## src/rtl/arcade_input_pkg.sv

```systemverilog
// Shared types and constants for the arcade input mapper.
package arcade_input_pkg;

  typedef enum logic [0:0] {
    ST_IDLE = 1'b0,
    ST_SCAN = 1'b1
  } scan_state_e;

  // ps2_key layout: {toggle, pressed, code[8:0]}
  localparam int unsigned KEY_W           = 11;
  localparam int unsigned CODE_W          = 9;
  localparam int unsigned KEY_TOGGLE_BIT  = 10;
  localparam int unsigned KEY_PRESSED_BIT = 9;

  localparam int unsigned JOY_IDX_W = 5;
  localparam logic [JOY_IDX_W-1:0] JOY_NONE = 5'h1F;

  typedef struct packed {
    logic              pressed;
    logic [CODE_W-1:0] code;
  } key_evt_t;

  // Extract the press/code payload from a raw ps2_key word.
  function automatic key_evt_t key_evt(input logic [KEY_W-1:0] key);
    key_evt_t e;
    e.pressed = key[KEY_PRESSED_BIT];
    e.code    = key[CODE_W-1:0];
    return e;
  endfunction

endpackage

```

## src/rtl/input_pulse_stretch.sv

```systemverilog
// Holds a button asserted for at least PULSE_CYC clocks after each rising edge.
module input_pulse_stretch #(
  parameter int unsigned PULSE_CYC = 250000,
  localparam int unsigned CW = (PULSE_CYC > 0) ? $clog2(PULSE_CYC + 1) : 1
) (
  input  logic clk_sys,
  input  logic RESET_n,
  input  logic raw,
  output logic level_c
);

  logic          raw_q;
  logic [CW-1:0] cnt_q;

  // Reload on every rising edge of raw, otherwise count down to zero.
  always_ff @(posedge clk_sys or negedge RESET_n) begin
    if (!RESET_n) begin
      raw_q <= 1'b0;
      cnt_q <= '0;
    end else begin
      raw_q <= raw;
      if (raw && !raw_q) begin
        cnt_q <= CW'(PULSE_CYC);
      end else if (cnt_q != '0) begin
        cnt_q <= cnt_q - CW'(1);
      end
    end
  end

  assign level_c = raw | (cnt_q != '0);

endmodule

```

## src/rtl/arcade_input_mapper.sv

```systemverilog
// Maps PS/2 key events through a programmable table onto arcade buttons,
// merged with joystick bits, optionally stretched, then registered out.
module arcade_input_mapper
  import arcade_input_pkg::*;
#(
  parameter int unsigned NUM_BTN   = 8,
  parameter int unsigned MAP_DEPTH = 16,
  parameter int unsigned JOY_W     = 16,
  parameter logic [NUM_BTN*JOY_IDX_W-1:0] JOY_IDX = {NUM_BTN{JOY_NONE}},
  parameter logic [NUM_BTN-1:0] TOGGLE_MASK = '0,
  parameter logic [NUM_BTN-1:0] PULSE_MASK  = '0,
  parameter int unsigned PULSE_CYC = 250000,
  parameter bit ACTIVE_LOW = 1'b1,
  localparam int unsigned AW = (MAP_DEPTH > 1) ? $clog2(MAP_DEPTH) : 1,
  localparam int unsigned BW = (NUM_BTN > 1) ? $clog2(NUM_BTN) : 1
) (
  input  logic               clk_sys,
  input  logic               RESET_n,
  input  logic [KEY_W-1:0]   ps2_key,
  input  logic [JOY_W-1:0]   joy_0,
  input  logic [JOY_W-1:0]   joy_1,
  input  logic               map_wr,
  input  logic [AW-1:0]      map_addr,
  input  logic               map_valid,
  input  logic [CODE_W-1:0]  map_code,
  input  logic [BW-1:0]      map_btn,
  input  logic               ovf_clr,
  output logic [NUM_BTN-1:0] btn_out,
  output logic [NUM_BTN-1:0] key_state,
  output logic               busy,
  output logic               overflow
);

  scan_state_e        state_q, state_d;
  logic [AW-1:0]      idx_q, idx_d;
  key_evt_t           cur_q, cur_d;
  key_evt_t           pend_q, pend_d;
  logic               pend_valid_q, pend_valid_d;
  logic               overflow_d;
  logic [NUM_BTN-1:0] key_state_d;
  logic               armed_q, tog_q;
  logic               event_c, hit_c, last_c, ovf_set_c;

  logic               map_valid_q [MAP_DEPTH];
  logic [CODE_W-1:0]  map_code_q  [MAP_DEPTH];
  logic [BW-1:0]      map_btn_q   [MAP_DEPTH];

  logic [JOY_W-1:0]   joy0_q, joy1_q;
  logic [NUM_BTN-1:0] raw_c, stretched_c;

  // Track the toggle bit; the first clock after reset only primes the copy.
  always_ff @(posedge clk_sys or negedge RESET_n) begin
    if (!RESET_n) begin
      armed_q <= 1'b0;
      tog_q   <= 1'b0;
    end else begin
      armed_q <= 1'b1;
      tog_q   <= ps2_key[KEY_TOGGLE_BIT];
    end
  end

  assign event_c = armed_q & (ps2_key[KEY_TOGGLE_BIT] ^ tog_q);

  // Key map table; a write lands at the edge, so the scan reads the old entry.
  always_ff @(posedge clk_sys or negedge RESET_n) begin
    if (!RESET_n) begin
      for (int i = 0; i < MAP_DEPTH; i++) begin
        map_valid_q[i] <= 1'b0;
        map_code_q[i]  <= '0;
        map_btn_q[i]   <= '0;
      end
    end else begin
      for (int i = 0; i < MAP_DEPTH; i++) begin
        if (map_wr && (map_addr == AW'(i))) begin
          map_valid_q[i] <= map_valid;
          map_code_q[i]  <= map_code;
          map_btn_q[i]   <= map_btn;
        end
      end
    end
  end

  // FSM state register.
  always_ff @(posedge clk_sys or negedge RESET_n) begin
    if (!RESET_n) begin
      state_q <= ST_IDLE;
    end else begin
      state_q <= state_d;
    end
  end

  // Scan datapath registers and registered status outputs.
  always_ff @(posedge clk_sys or negedge RESET_n) begin
    if (!RESET_n) begin
      idx_q        <= '0;
      cur_q        <= '0;
      pend_q       <= '0;
      pend_valid_q <= 1'b0;
      key_state    <= '0;
      overflow     <= 1'b0;
      busy         <= 1'b0;
    end else begin
      idx_q        <= idx_d;
      cur_q        <= cur_d;
      pend_q       <= pend_d;
      pend_valid_q <= pend_valid_d;
      key_state    <= key_state_d;
      overflow     <= overflow_d;
      busy         <= (state_d == ST_SCAN);
    end
  end

  // Next-state, scan sequencing, pending buffer and button updates.
  always_comb begin
    state_d      = state_q;
    idx_d        = idx_q;
    cur_d        = cur_q;
    pend_d       = pend_q;
    pend_valid_d = pend_valid_q;
    key_state_d  = key_state;
    ovf_set_c    = 1'b0;
    hit_c        = map_valid_q[idx_q] && (map_code_q[idx_q] == cur_q.code);
    last_c       = (idx_q == AW'(MAP_DEPTH - 1));

    case (state_q)
      ST_IDLE: begin
        if (pend_valid_q) begin
          state_d      = ST_SCAN;
          idx_d        = '0;
          cur_d        = pend_q;
          pend_valid_d = 1'b0;
          ovf_set_c    = event_c;
        end else if (event_c) begin
          state_d = ST_SCAN;
          idx_d   = '0;
          cur_d   = key_evt(ps2_key);
        end
      end

      ST_SCAN: begin
        if (hit_c) begin
          for (int b = 0; b < NUM_BTN; b++) begin
            if (map_btn_q[idx_q] == BW'(b)) begin
              if (TOGGLE_MASK[b]) begin
                key_state_d[b] = key_state[b] ^ cur_q.pressed;
              end else begin
                key_state_d[b] = cur_q.pressed;
              end
            end
          end
        end

        if (event_c) begin
          if (pend_valid_q) begin
            ovf_set_c = 1'b1;
          end else begin
            pend_valid_d = 1'b1;
            pend_d       = key_evt(ps2_key);
          end
        end

        if (last_c) begin
          if (pend_valid_q) begin
            idx_d        = '0;
            cur_d        = pend_q;
            pend_valid_d = 1'b0;
          end else begin
            state_d = ST_IDLE;
          end
        end else begin
          idx_d = idx_q + AW'(1);
        end
      end

      default: state_d = ST_IDLE;
    endcase

    overflow_d = (overflow & ~ovf_clr) | ovf_set_c;
  end

  // Joystick inputs registered once before merging.
  always_ff @(posedge clk_sys or negedge RESET_n) begin
    if (!RESET_n) begin
      joy0_q <= '0;
      joy1_q <= '0;
    end else begin
      joy0_q <= joy_0;
      joy1_q <= joy_1;
    end
  end

  logic unused_joy_c;
  assign unused_joy_c = ^{joy0_q, joy1_q};

  // Per-button merge of keyboard and joystick, with optional stretch.
  for (genvar b = 0; b < NUM_BTN; b++) begin : g_btn
    localparam int unsigned IDX = 32'(JOY_IDX[b*JOY_IDX_W +: JOY_IDX_W]);
    logic joy_c;

    if ((IDX == 32'(JOY_NONE)) || (IDX >= JOY_W)) begin : g_nojoy
      assign joy_c = 1'b0;
    end else begin : g_joy
      assign joy_c = joy0_q[IDX] | joy1_q[IDX];
    end

    assign raw_c[b] = key_state[b] | joy_c;

    if (PULSE_MASK[b]) begin : g_stretch
      input_pulse_stretch #(
        .PULSE_CYC(PULSE_CYC)
      ) u_stretch (
        .clk_sys(clk_sys),
        .RESET_n(RESET_n),
        .raw    (raw_c[b]),
        .level_c(stretched_c[b])
      );
    end else begin : g_pass
      assign stretched_c[b] = raw_c[b];
    end
  end

  // Final registered buttons in the board's polarity.
  always_ff @(posedge clk_sys or negedge RESET_n) begin
    if (!RESET_n) begin
      btn_out <= {NUM_BTN{ACTIVE_LOW}};
    end else begin
      btn_out <= ACTIVE_LOW ? ~stretched_c : stretched_c;
    end
  end

endmodule

```

## config.mk

```make
export PLATFORM = sky130hd
export DESIGN_NAME = arcade_input_mapper
export DESIGN_NICKNAME = d
export VERILOG_FILES = /design/src/rtl/arcade_input_pkg.sv /design/src/rtl/input_pulse_stretch.sv /design/src/rtl/arcade_input_mapper.sv
export SDC_FILE = /design/constraint.sdc
export NUM_CORES = 1
export LEC_CHECK = 0
export ABC_AREA = 1
export CAP_MARGIN = 20
export CORE_ASPECT_RATIO = 1.4
export CORE_MARGIN = 2
export CORE_UTILIZATION = 49
export CTS_BUF_LIST = sky130_fd_sc_hd__clkbuf_8
export CTS_CLUSTER_DIAMETER = 200
export DETAILED_ROUTE_END_ITERATION = 10
export GPL_ROUTABILITY_DRIVEN = 0
export PLACE_DENSITY = 0.65
export SYNTH_ARGS = -nofsm -noshare
export SYNTH_HDL_FRONTEND = slang
export SYNTH_SLANG_ARGS = --single-unit
```

## constraint.sdc

```tcl
create_clock -name clk_sys -period 2.1 [get_ports clk_sys]
set_input_delay 0.315 -clock clk_sys [delete_from_list [all_inputs] [get_ports clk_sys]]
set_output_delay 0.315 -clock clk_sys [all_outputs]
set_load 0.05 [all_outputs]
```

==> results.py <==
metrics = {
    "logic_synthesis": {
        "yosys.area.top_type_share_pct": 52.7,
        "synth_edf_count": 0,
        "async_flop_share_pct": 100,
        "yosysUniqueCellTypes": 29,
        "syn_area_per_cell_um2": 8.03,
        "dominantRegCellSynth": "dfrtp_1",
        "synth_cells": 1448,
        "yosysTopAreaCell": "dfrtp_1",
        "synth_area_um2": 11600,
        "synth.most_common_cell": "nand2_1",
        "synthTopCellsByArea": "dfrtp_1 (53%), nand2_1 (13%), o21ai_0 (11%)",
        "yosysSeqAreaShare_pct": 54.5,
        "ys_ff_latch": 253,
        "yosys_warnings": 0,
        "syn-num-nets": 1513,
        "ys_top_cells_by_count": "nand2_1 (389), o21ai_0 (253), dfrtp_1 (245), nor2_1 (127), inv_1 (116)",
    },
    "power": {
        "irDropWorstVdd_uv": 661,
        "power_per_cell_area_nw_per_um2": 1380,
        "p_leak_nw": 6.76,
    },
    "routing": {
        "drtIter0Drc": 816,
        "vias": 10019,
        "ant_nets": 0,
        "drc": 0,
        "routed_via_density": 5.39,
        "routedWlPerCell_um": 17.4,
        "drt_wl_total_mm": 32.3,
        "dr.pass1.iters": 6,
    },
    "timing": {
        "slew_viol_final": 0,
        "period_share_pct": 108,
        "hold_viol": 0,
        "whs_ns": 0.285,
        "post-route-min-period_ns": 2.27,
        "rsz0062_at_grt": "true",
        "setup_violations": 8,
        "max_freq_ghz": 0.440,
        "slew_headroom_pct": 62.8,
        "tightest_slew_ns": 0.557,
        "worst_slack_ns": -0.170,
        "skew_ns": 0.0185,
    },
    "clock_network": {
        "clockBufferDepth": 3,
        "cts_tree": "built",
        "clock_sink_count": 253,
        "path_clk_slew_ns": 0.07,
        "clk_latency_ns": 0.54,
        "cts_root_buf": "clkbuf_8",
        "htree_levels": 2,
        "cts-buffers-inserted": 39,
    },
    "die": {
        "coreArea_um2": 23300,
        "dieArea_um2": 25000,
        "start_util_pct": 50.0,
        "std_cell_rows": 66,
        "die_h_um": 186,
        "ios": 82,
        "die_w_um": 134,
    },
    "finish": {
        "area_delta_synth_final_pct": 21.8,
        "nets": 1588,
        "multiInputGateArea_um2": 4610,
        "regArea_um2": 6350,
        "fill_cells": 2100,
        "antenna_cells": 0,
        "drive_gt1_share_pct": 13.3,
    },
    "worst_setup_path": {
        "crit_path_frequent_cell": "nand2_1",
        "path_class": "flop to flop",
        "cpMaxStageDelayCell": "dfrtp_4",
        "r2r_slack_ns": -0.17,
        "startpoint_type": "flop",
        "critical_path.max_fanout": 9,
        "required_ns": 2.54,
        "cp_cell_sequence": "buf_12 -> buf_16 -> nand2_1 -> o21ai_0 -> nand2_1 -> nand3_1 -> nand3_2 -> nand2_1 -> nand2_1 -> nand2_1 -> nor2_2 -> nand2_2 -> nor2_4 -> clkbuf_16 -> nand4_1 -> nand2_1 -> inv_1",
        "cp.arrival_ns": 2.71,
        "end_kind": "flop",
        "critical_path.max_stage_delay_ns": 0.57,
    },
    "grt": {
        "grtUsageTotal_pct": 26.5,
        "grt_max_degree": 57,
        "grt.overflow.total": 0,
        "first_global_vias": 9518,
        "grt_pass1_wl_mm": 51.9,
        "antenna_found_initial": 0,
    },
    "outcome": {
        "status": "finished with violations",
        "violations": "setup timing",
    },
    "placement": {
        "place_ws_ns": -0.139,
        "portBuffers": 49,
        "detailedPlacementHpwl_mm": 19.0,
    },
    "hold_path": {
        "min_path_type": "input pin to flop",
    },
    "job": {
        "cap_violations": 0,
    },
}
## cell type report
| class | instances | area share (%) |
|---|---|---|
| inverter | 120 | 3.27 |
| clock inverter | 19 | 0.786 |
| tap | 306 | 2.70 |
| clock buffer | 51 | 4.95 |
| multi-input combinational | 980 | 32.6 |
| sequential | 253 | 44.8 |
| timing repair buffer | 129 | 10.9 |
## placed cells by master (no fill, tap or decap), drive strengths merged
master / instances
nand2: 389
o21ai: 270
dfrtp: 245
nor2: 129
inv: 127
nand3: 106
buf: 75
clkbuf: 56
clkdlybuf4s50: 39
a21oi: 33
o211ai: 31
nand4: 10
clkinv: 10
dlygate4sd2: 9
dfstp: 8
nor3: 4
o221ai: 3
a211oi: 1
o22ai: 1
o21a: 1
ha: 1
conb: 1
bufinv: 1
clkinvlp: 1
dlygate4sd3: 1
## registers in the layout (all words and copies together) (netlist names), 4 cells and up
register     flops
cur_q           10
map_btn_q       48
key_state        8
map_valid_q     16
map_code_q     144
btn_out          8
pend_q          10
idx_q            4
## power breakdown
| group | total (W) | internal [W] | leakage (nW) | switching, W |
|---|---|---|---|---|
| clock network | 0.00423 | 0.00231 | 0.460 | 0.00192 |
| logic | 0.00864 | 0.00349 | 3.15 | 0.00515 |
| registers | 0.00669 | 0.00607 | 3.15 | 0.000630 |
| total | 0.0196 | 0.0119 | 6.76 | 0.00771 |
## worst paths after layout
kind / to / cells after the start / from
worst min-delay path: tog_q / 1 / ps2_key[10]
min in group asynchronous: map_btn_q[14] / 2 / RESET_n
worst max-delay path: key_state[2] / 17 / idx_q[0]
max in group asynchronous: map_code_q[127] / 3 / RESET_n
worst min register to register: btn_out[6] / 1 / key_state[6]
worst max register to register: key_state[2] / 17 / idx_q[0]
## per-stage QoR
stage          power (W)  utilization (%)  std cells  cell area, µm²  setup TNS [ns]
2_1_floorplan     0.0115                -       1448           11600               0
3_3_place_gp      0.0140             55.1       1775           12800          -0.819
3_5_place_dp      0.0142             55.1       1775           12800           -1.02
4_1_cts           0.0190             59.5       1852           13900          -0.691
5_1_grt           0.0209             60.8       1858           14200           -2.50
6_report          0.0196             60.8       1858           14200           -1.21
## timing repair
item                                    CTS  global route
endpoints found under the setup margin   17            22
setup buffers                             2             1
cloned                                    4             5
pin swaps                                 1            11
resized for setup                        26            52
hold buffers                              1             0
endpoints found under the hold margin    44             0
## worst max-delay path, delay by kind of cell, from the launching register on
kind | cells | cell delay, ns
DFF | 1 | 0.57
and+or+nand+nor | 12 | 1.02
buffers and inverters | 4 | 0.50
AOI/OAI and AO/OA | 1 | 0.07
## cells by family (layout without fill, tap and decap cells)
group	after synthesis	count (layout)	synth area share, %
AOI/OAI and AO/OA	340	340	15.5
adders and majority gates	1	1	0.108
buffers and inverters	215	319	7.71
DFF	253	253	54.5
other	1	1	0.0322
and+or+nand+nor	638	638	22.2
## routing by layer
| layer | global-route usage [%] | share of wire [%] | up-vias |
|---|---|---|---|
| li1 | - | - | 4851 |
| met1 | 36.0 | 43 | 4778 |
| met2 | 42.9 | 48 | 314 |
| met3 | 3.94 | 5.9 | 76 |
| met4 | 10.3 | 3.4 | 0 |
| met5 | 0 | 0 | - |
(Power assumes the default switching activity.)
